[config.mk]
export PLATFORM = sky130hd
export DESIGN_NAME = reg_file_mp
export DESIGN_NICKNAME = d
export VERILOG_FILES = /design/src/rtl/reg_file_pkg.sv /design/src/rtl/reg_file_rd_port.sv /design/src/rtl/reg_file_mp.sv
export SDC_FILE = /design/constraint.sdc
export NUM_CORES = 2
export LEC_CHECK = 0
export BUFFER_PORTS_ARGS = -buffer_cell sky130_fd_sc_hd__buf_4
export CORE_MARGIN = 10
export CORE_UTILIZATION = 42
export DETAILED_ROUTE_END_ITERATION = 6
export PLACE_DENSITY_LB_ADDON = 0.05
export SKIP_CTS_REPAIR_TIMING = 1
export SLEW_MARGIN = 20
export SYNTH_ARGS = -nofsm -noshare
export SYNTH_HDL_FRONTEND = slang
export SYNTH_SLANG_ARGS = --single-unit
[constraint.sdc]
create_clock -name clk -period 2.9 [get_ports clk]
set_clock_uncertainty 0.2 [all_clocks]
set_input_delay 0.435 -clock clk [delete_from_list [all_inputs] [get_ports clk]]
set_output_delay 0.435 -clock clk [all_outputs]
set_load 0.005 [all_outputs]
[src/rtl/reg_file_pkg.sv]
// Shared types and helpers for the multi-port register file.
// Latency: n/a (types, constants and combinational helpers only).
// Backpressure: n/a.
package reg_file_pkg;

    typedef enum logic {
        IDLE  = 1'b0,
        CLEAR = 1'b1
    } state_t;

    // Widest entry the merge helper handles; instances narrower than this
    // zero-extend into the helper and truncate the result back.
    localparam int MAX_W = 256;
    localparam int MAX_B = MAX_W / 8;

    typedef logic [MAX_W-1:0] word_t;
    typedef logic [MAX_B-1:0] be_t;

    // Number of byte lanes in an entry of width w.
    function automatic int nbytes(input int w);
        return w / 8;
    endfunction

    // Byte-merged word: lanes with be set come from new_w, others from old_w.
    function automatic word_t merge_be(input word_t old_w, input word_t new_w, input be_t be);
        word_t r;
        r = old_w;
        for (int i = 0; i < MAX_B; i++) begin
            if (be[i]) begin
                r[i*8 +: 8] = new_w[i*8 +: 8];
            end
        end
        return r;
    endfunction

endpackage

[src/rtl/reg_file_rd_port.sv]
// One read port: address mux, optional same-cycle write merge, output register.
// Latency: 1 cycle from rd_fire to rd_data.
// Backpressure: none; rd_fire is already qualified by enable and FSM state.
// Ports: clk/rst_n; rd_fire/rd_addr request; mem array view; wr_fire/wr_addr/
//        wr_data/wr_be of the concurrent write (consumed only with
//        REG_FILE_FWD_EN); rd_data registered result.
module reg_file_rd_port
    import reg_file_pkg::*;
#(
    parameter int DATA_W = 32,
    parameter int DEPTH  = 16,
    parameter int AW     = $clog2(DEPTH)
) (
    input  logic                 clk,
    input  logic                 rst_n,
    input  logic                 rd_fire,
    input  logic [AW-1:0]        rd_addr,
    input  logic [DATA_W-1:0]    mem [DEPTH],
    input  logic                 wr_fire,
    input  logic [AW-1:0]        wr_addr,
    input  logic [DATA_W-1:0]    wr_data,
    input  logic [DATA_W/8-1:0]  wr_be,
    output logic [DATA_W-1:0]    rd_data
);

    logic [DATA_W-1:0] stored;
    logic [DATA_W-1:0] sel;

    assign stored = mem[rd_addr];

`ifdef REG_FILE_FWD_EN
    // Write-first: a read of the address being written sees the merged word.
    assign sel = (wr_fire && (wr_addr == rd_addr))
               ? DATA_W'(merge_be(word_t'(stored), word_t'(wr_data), be_t'(wr_be)))
               : stored;
`else
    // Read-first: the stored value before this cycle's write is returned.
    logic unused_fwd;
    assign unused_fwd = ^{wr_fire, wr_addr, wr_data, wr_be};
    assign sel = stored;
`endif

    always_ff @(posedge clk or negedge rst_n) begin
        if (!rst_n) begin
            rd_data <= '0;
        end else if (rd_fire) begin
            rd_data <= sel;
        end
    end

endmodule

[src/rtl/reg_file_mp.sv]
// Parametrised register file: byte-enable write, NUM_RD registered reads,
// background clear sequencer (one entry per enabled cycle, DEPTH cycles).
// Latency: read 1 cycle (rd_valid pulses with rd_data); write visible next cycle.
// Backpressure: none; requests arriving while busy or with en=0 are dropped.
// Ports: clk, rst_n (async low), en; wr_en/wr_addr/wr_data/wr_be write;
//        rd_en/rd_addr (port k at [k*AW +: AW]) -> rd_data/rd_valid;
//        clr_req -> busy.
// Optional macro REG_FILE_FWD_EN: same-cycle read of the write address
//        returns the merged (write-first) value instead of the old value.
module reg_file_mp
    import reg_file_pkg::*;
#(
    parameter int DATA_W = 32,
    parameter int DEPTH  = 16,
    parameter int NUM_RD = 2,
    localparam int AW    = $clog2(DEPTH)
) (
    input  logic                     clk,
    input  logic                     rst_n,
    input  logic                     en,
    input  logic                     wr_en,
    input  logic [AW-1:0]            wr_addr,
    input  logic [DATA_W-1:0]        wr_data,
    input  logic [DATA_W/8-1:0]      wr_be,
    input  logic                     rd_en,
    input  logic [NUM_RD*AW-1:0]     rd_addr,
    output logic [NUM_RD*DATA_W-1:0] rd_data,
    output logic                     rd_valid,
    input  logic                     clr_req,
    output logic                     busy
);

    logic [DATA_W-1:0] mem [DEPTH];
    state_t            state;
    logic [AW-1:0]     cnt;
    logic              wr_fire;
    logic              rd_fire;

    // Requests only take effect while enabled and not clearing.
    assign wr_fire = en && (state == IDLE) && wr_en;
    assign rd_fire = en && (state == IDLE) && rd_en;

    // Array, FSM and clear counter. A clear accepted in the same cycle as a
    // write still lets the write land; the sweep overwrites it later.
    always_ff @(posedge clk or negedge rst_n) begin
        if (!rst_n) begin
            for (int i = 0; i < DEPTH; i++) begin
                mem[i] <= '0;
            end
            state <= IDLE;
            cnt   <= '0;
            busy  <= 1'b0;
        end else if (en) begin
            case (state)
                IDLE: begin
                    if (wr_en) begin
                        mem[wr_addr] <= DATA_W'(merge_be(word_t'(mem[wr_addr]),
                                                         word_t'(wr_data),
                                                         be_t'(wr_be)));
                    end
                    if (clr_req) begin
                        state <= CLEAR;
                        cnt   <= '0;
                        busy  <= 1'b1;
                    end
                end
                CLEAR: begin
                    mem[cnt] <= '0;
                    cnt      <= cnt + AW'(1);
                    if (cnt == AW'(DEPTH - 1)) begin
                        state <= IDLE;
                        busy  <= 1'b0;
                    end
                end
                default: begin
                    state <= IDLE;
                    busy  <= 1'b0;
                end
            endcase
        end
    end

    always_ff @(posedge clk or negedge rst_n) begin
        if (!rst_n) begin
            rd_valid <= 1'b0;
        end else begin
            rd_valid <= rd_fire;
        end
    end

    for (genvar k = 0; k < NUM_RD; k++) begin : g_rd
        reg_file_rd_port #(
            .DATA_W (DATA_W),
            .DEPTH  (DEPTH),
            .AW     (AW)
        ) u_rd_port (
            .clk     (clk),
            .rst_n   (rst_n),
            .rd_fire (rd_fire),
            .rd_addr (rd_addr[k*AW +: AW]),
            .mem     (mem),
            .wr_fire (wr_fire),
            .wr_addr (wr_addr),
            .wr_data (wr_data),
            .wr_be   (wr_be),
            .rd_data (rd_data[k*DATA_W +: DATA_W])
        );
    end

endmodule

==> impl_metrics.py <==
metrics = {
    "power": {
        "leakagePower_nw": 16.9,
        "vdd_ir_drop_max_mv": 0.463,
        "p_per_area_nw_per_um2": 680,
        "total_power_w": 0.0274,
    },
    "synthesis": {
        "synthArstFlopShare_pct": 100,
        "post-synth-top-count-cell": "dfrtp_1",
        "synthCells": 2695,
        "yosys_warnings": 0,
        "yosysSeqAreaShare_pct": 42.4,
        "synthFlopType": "dfrtp_1",
        "yosysTopAreaCellShare_pct": 42.4,
        "yosys.area.top_type": "dfrtp_1",
        "synth-seq-cells": 583,
        "synth_edf_count": 0,
        "synth_commonest_cells": "dfrtp_1 (583), a32o_1 (478), mux2i_1 (294), mux4_2 (268), clkbuf_1 (167)",
        "postSynthAreaPerCell_um2": 12.8,
        "netlist_area_um2": 34400,
        "yosysUniqueCellTypes": 48,
        "synth_nets": 2753,
        "ys_top_cells_by_area": "dfrtp_1 (42%), mux4_2 (18%), a32o_1 (14%), mux2i_1 (8.6%), a22oi_1 (2.0%)",
    },
    "cts": {
        "htree_levels": 3,
        "cts_root_buffer": "clkbuf_16",
        "clk_pin_slew_worst_paths_ns": 0.06,
        "cts_tree": "done",
        "clock_sinks": 583,
        "numCtsBuffers": 71,
        "clockBufferDepth": 3,
        "clock_latency_ns": 0.63,
    },
    "timing": {
        "tightestPinTransition_ns": 0.790,
        "final_hold_viol_count": 0,
        "finalSetupViolations": 0,
        "tns_ns": 0,
        "finalWorstSetupSlack_ns": 0.435,
        "grt_setup_unrepaired": "no",
        "layout_min_cycle_time_ns": 2.47,
        "fmax_mhz": 406,
        "period_share_pct": 85.0,
        "slew_headroom_pct": 47.4,
        "report.final.slew_viol_count": 0,
    },
    "flow_run": {
        "cap_violations": 0,
    },
    "finish": {
        "final_layout_size_suffix_gt1_share_pct": 30.6,
        "nets": 2829,
        "stdcell_area_um2": 40200,
        "areaGrowthSynthToFinish_pct": 17.0,
        "nFillCells": 7022,
        "fin_util_pct": 49.8,
    },
    "die": {
        "core_um2": 80800,
        "die_h_um": 306,
        "io_pins": 120,
        "die_area_um2": 93800,
        "die_w_um": 306,
        "start_util_pct": 42.6,
        "num_rows": 104,
    },
    "worst_setup_path": {
        "cp-end-kind": "flop",
        "required_ns": 3.19,
        "reg2reg_from": "state",
        "cp_slowest_cell": "dfrtp_1",
        "crit_cells": 7,
        "cpPeakStageDelay_ns": 0.52,
        "crit_start": "state",
        "startpoint_type": "flop",
        "r2r_slack_ns": 0.43,
        "cp_data_arrival_time_ns": 2.76,
        "cp_cell_sequence": "buf_4 > nand2_1 > nor2_1 > a21oi_1 > or3_2 > buf_4 > a32o_1",
        "reg2reg_to": "mem[244]",
        "crit_end": "mem[244]",
        "r2r_cells": 7,
        "cp_max_fo": 17,
        "worstSetupPathType": "reg -> reg",
        "path_common_cell": "buf_4",
        "path_delay_family": "simple AND/OR/NAND/NOR gates",
        "cp_num_buf_inv": 2,
    },
    "global_route": {
        "grt.total_usage_pct": 30.5,
        "grt_max_degree": 78,
        "grt_overflow": 0,
        "grt_pass1_wl_um": 209000,
        "antenna_found_initial": 0,
        "first_global_vias": 29100,
    },
    "detailed_routing": {
        "drt-pass1-iter-count": 7,
        "vias_per_cell": 7.36,
        "wl_per_cell_um": 37.7,
        "drc": 0,
        "drt_iter0_markers": 3245,
        "ant_nets": 0,
        "routed_wl_um": 146000,
        "via_count": 28600,
    },
    "worst_hold_path": {
        "hold_class": "in -> async",
    },
    "placement": {
        "pre_cts_ws_ns": -0.0352,
        "dpl_cell_area_um2": 37900,
        "routabilityCongestion": 0.874,
        "dpl.hpwl_um": 86100,
        "portBuffers": 119,
    },
    "outcome": {
        "status": "finished clean",
    },
}
-- flip-flops by register name (all words and copies together) (netlist names) --
name,cells
busy,1
cnt,4
g_rd.u_rd_port.rd_data,64
mem,512
rd_valid,1
state,1
-- area by class of cell --
type / count / area [um2] / share of cell area [%]
Sequential cell: 583 / 14600 / 36.3
Timing Repair Buffer: 366 / 3630 / 9.03
Multi-Input combinational cell: 1743 / 18300 / 45.6
Clock inverter: 15 / 144 / 0.358
Antenna cell: 1 / 2.50 / 0.00622
Clock buffer: 111 / 2180 / 5.42
Tap cell: 1060 / 1330 / 3.30
Inverter: 6 / 22.5 / 0.0560
-- report_power, final --
part           switching [W]  internal, W
registers            0.00152      0.00961
logic                0.00370      0.00348
clock network        0.00369      0.00534
total                0.00891       0.0184
-- stage by stage --
stage / hold WS (ns) / std cells
global route: 0.194 / 3884
floorplan: -0.0606 / 2695
CTS: -0.406 / 3879
global placement: 0.262 / 3753
detailed placement: 0.257 / 3753
finish: 0.198 / 3885
-- cells in the final DEF, fill, tap and decap left out, types with 36 or more instances in the layout --
cell	synthesis	layout
nand2b_1	40	40
buf_4	16	288
o21ai_0	91	91
dfrtp_1	583	583
nand2_1	165	152
mux4_2	268	268
a21oi_1	39	39
clkbuf_16	0	75
a32o_1	478	478
buf_12	0	67
nand3_1	36	36
mux2_2	46	46
mux2i_1	294	294
a22oi_1	90	90
-- worst min-delay path by stage --
stage	start	end	slack, ns	depth (start not counted)
detailed placement	rst_n	mem[318]	0.26	1
global placement	rst_n	g_rd[0].u_rd_port.rd_data[30]	0.26	1
global route	wr_be[3]	mem[59]	0.19	3
CTS	rst_n	mem[318]	-0.41	1
floorplan	rst_n	busy	-0.06	0
finish	rst_n	mem[318]	0.20	2
-- cells by family (layout without fill, tap and decap cells) --
logic type | after synthesis | after routing | synth area share, %
other | 0 | 1 | 0
multiplexers | 608 | 608 | 27.6
AND/OR/NAND/NOR | 316 | 316 | 4.26
adder cells (fa/ha/maj) | 4 | 4 | 0.145
flip-flops | 583 | 583 | 42.4
buffers and inverters | 369 | 498 | 4.96
AO/OA/AOI/OAI | 815 | 815 | 20.6
-- per-layer routing --
metal	up-vias	share of wire, %	global-route usage, %
li1	11300	-	-
met1	15100	39	39.3
met2	1748	46	48.2
met3	493	9.1	5.76
met4	0	6.2	16.8
met5	-	0	0
No activity file was read; power rests on OpenSTA's default activity.
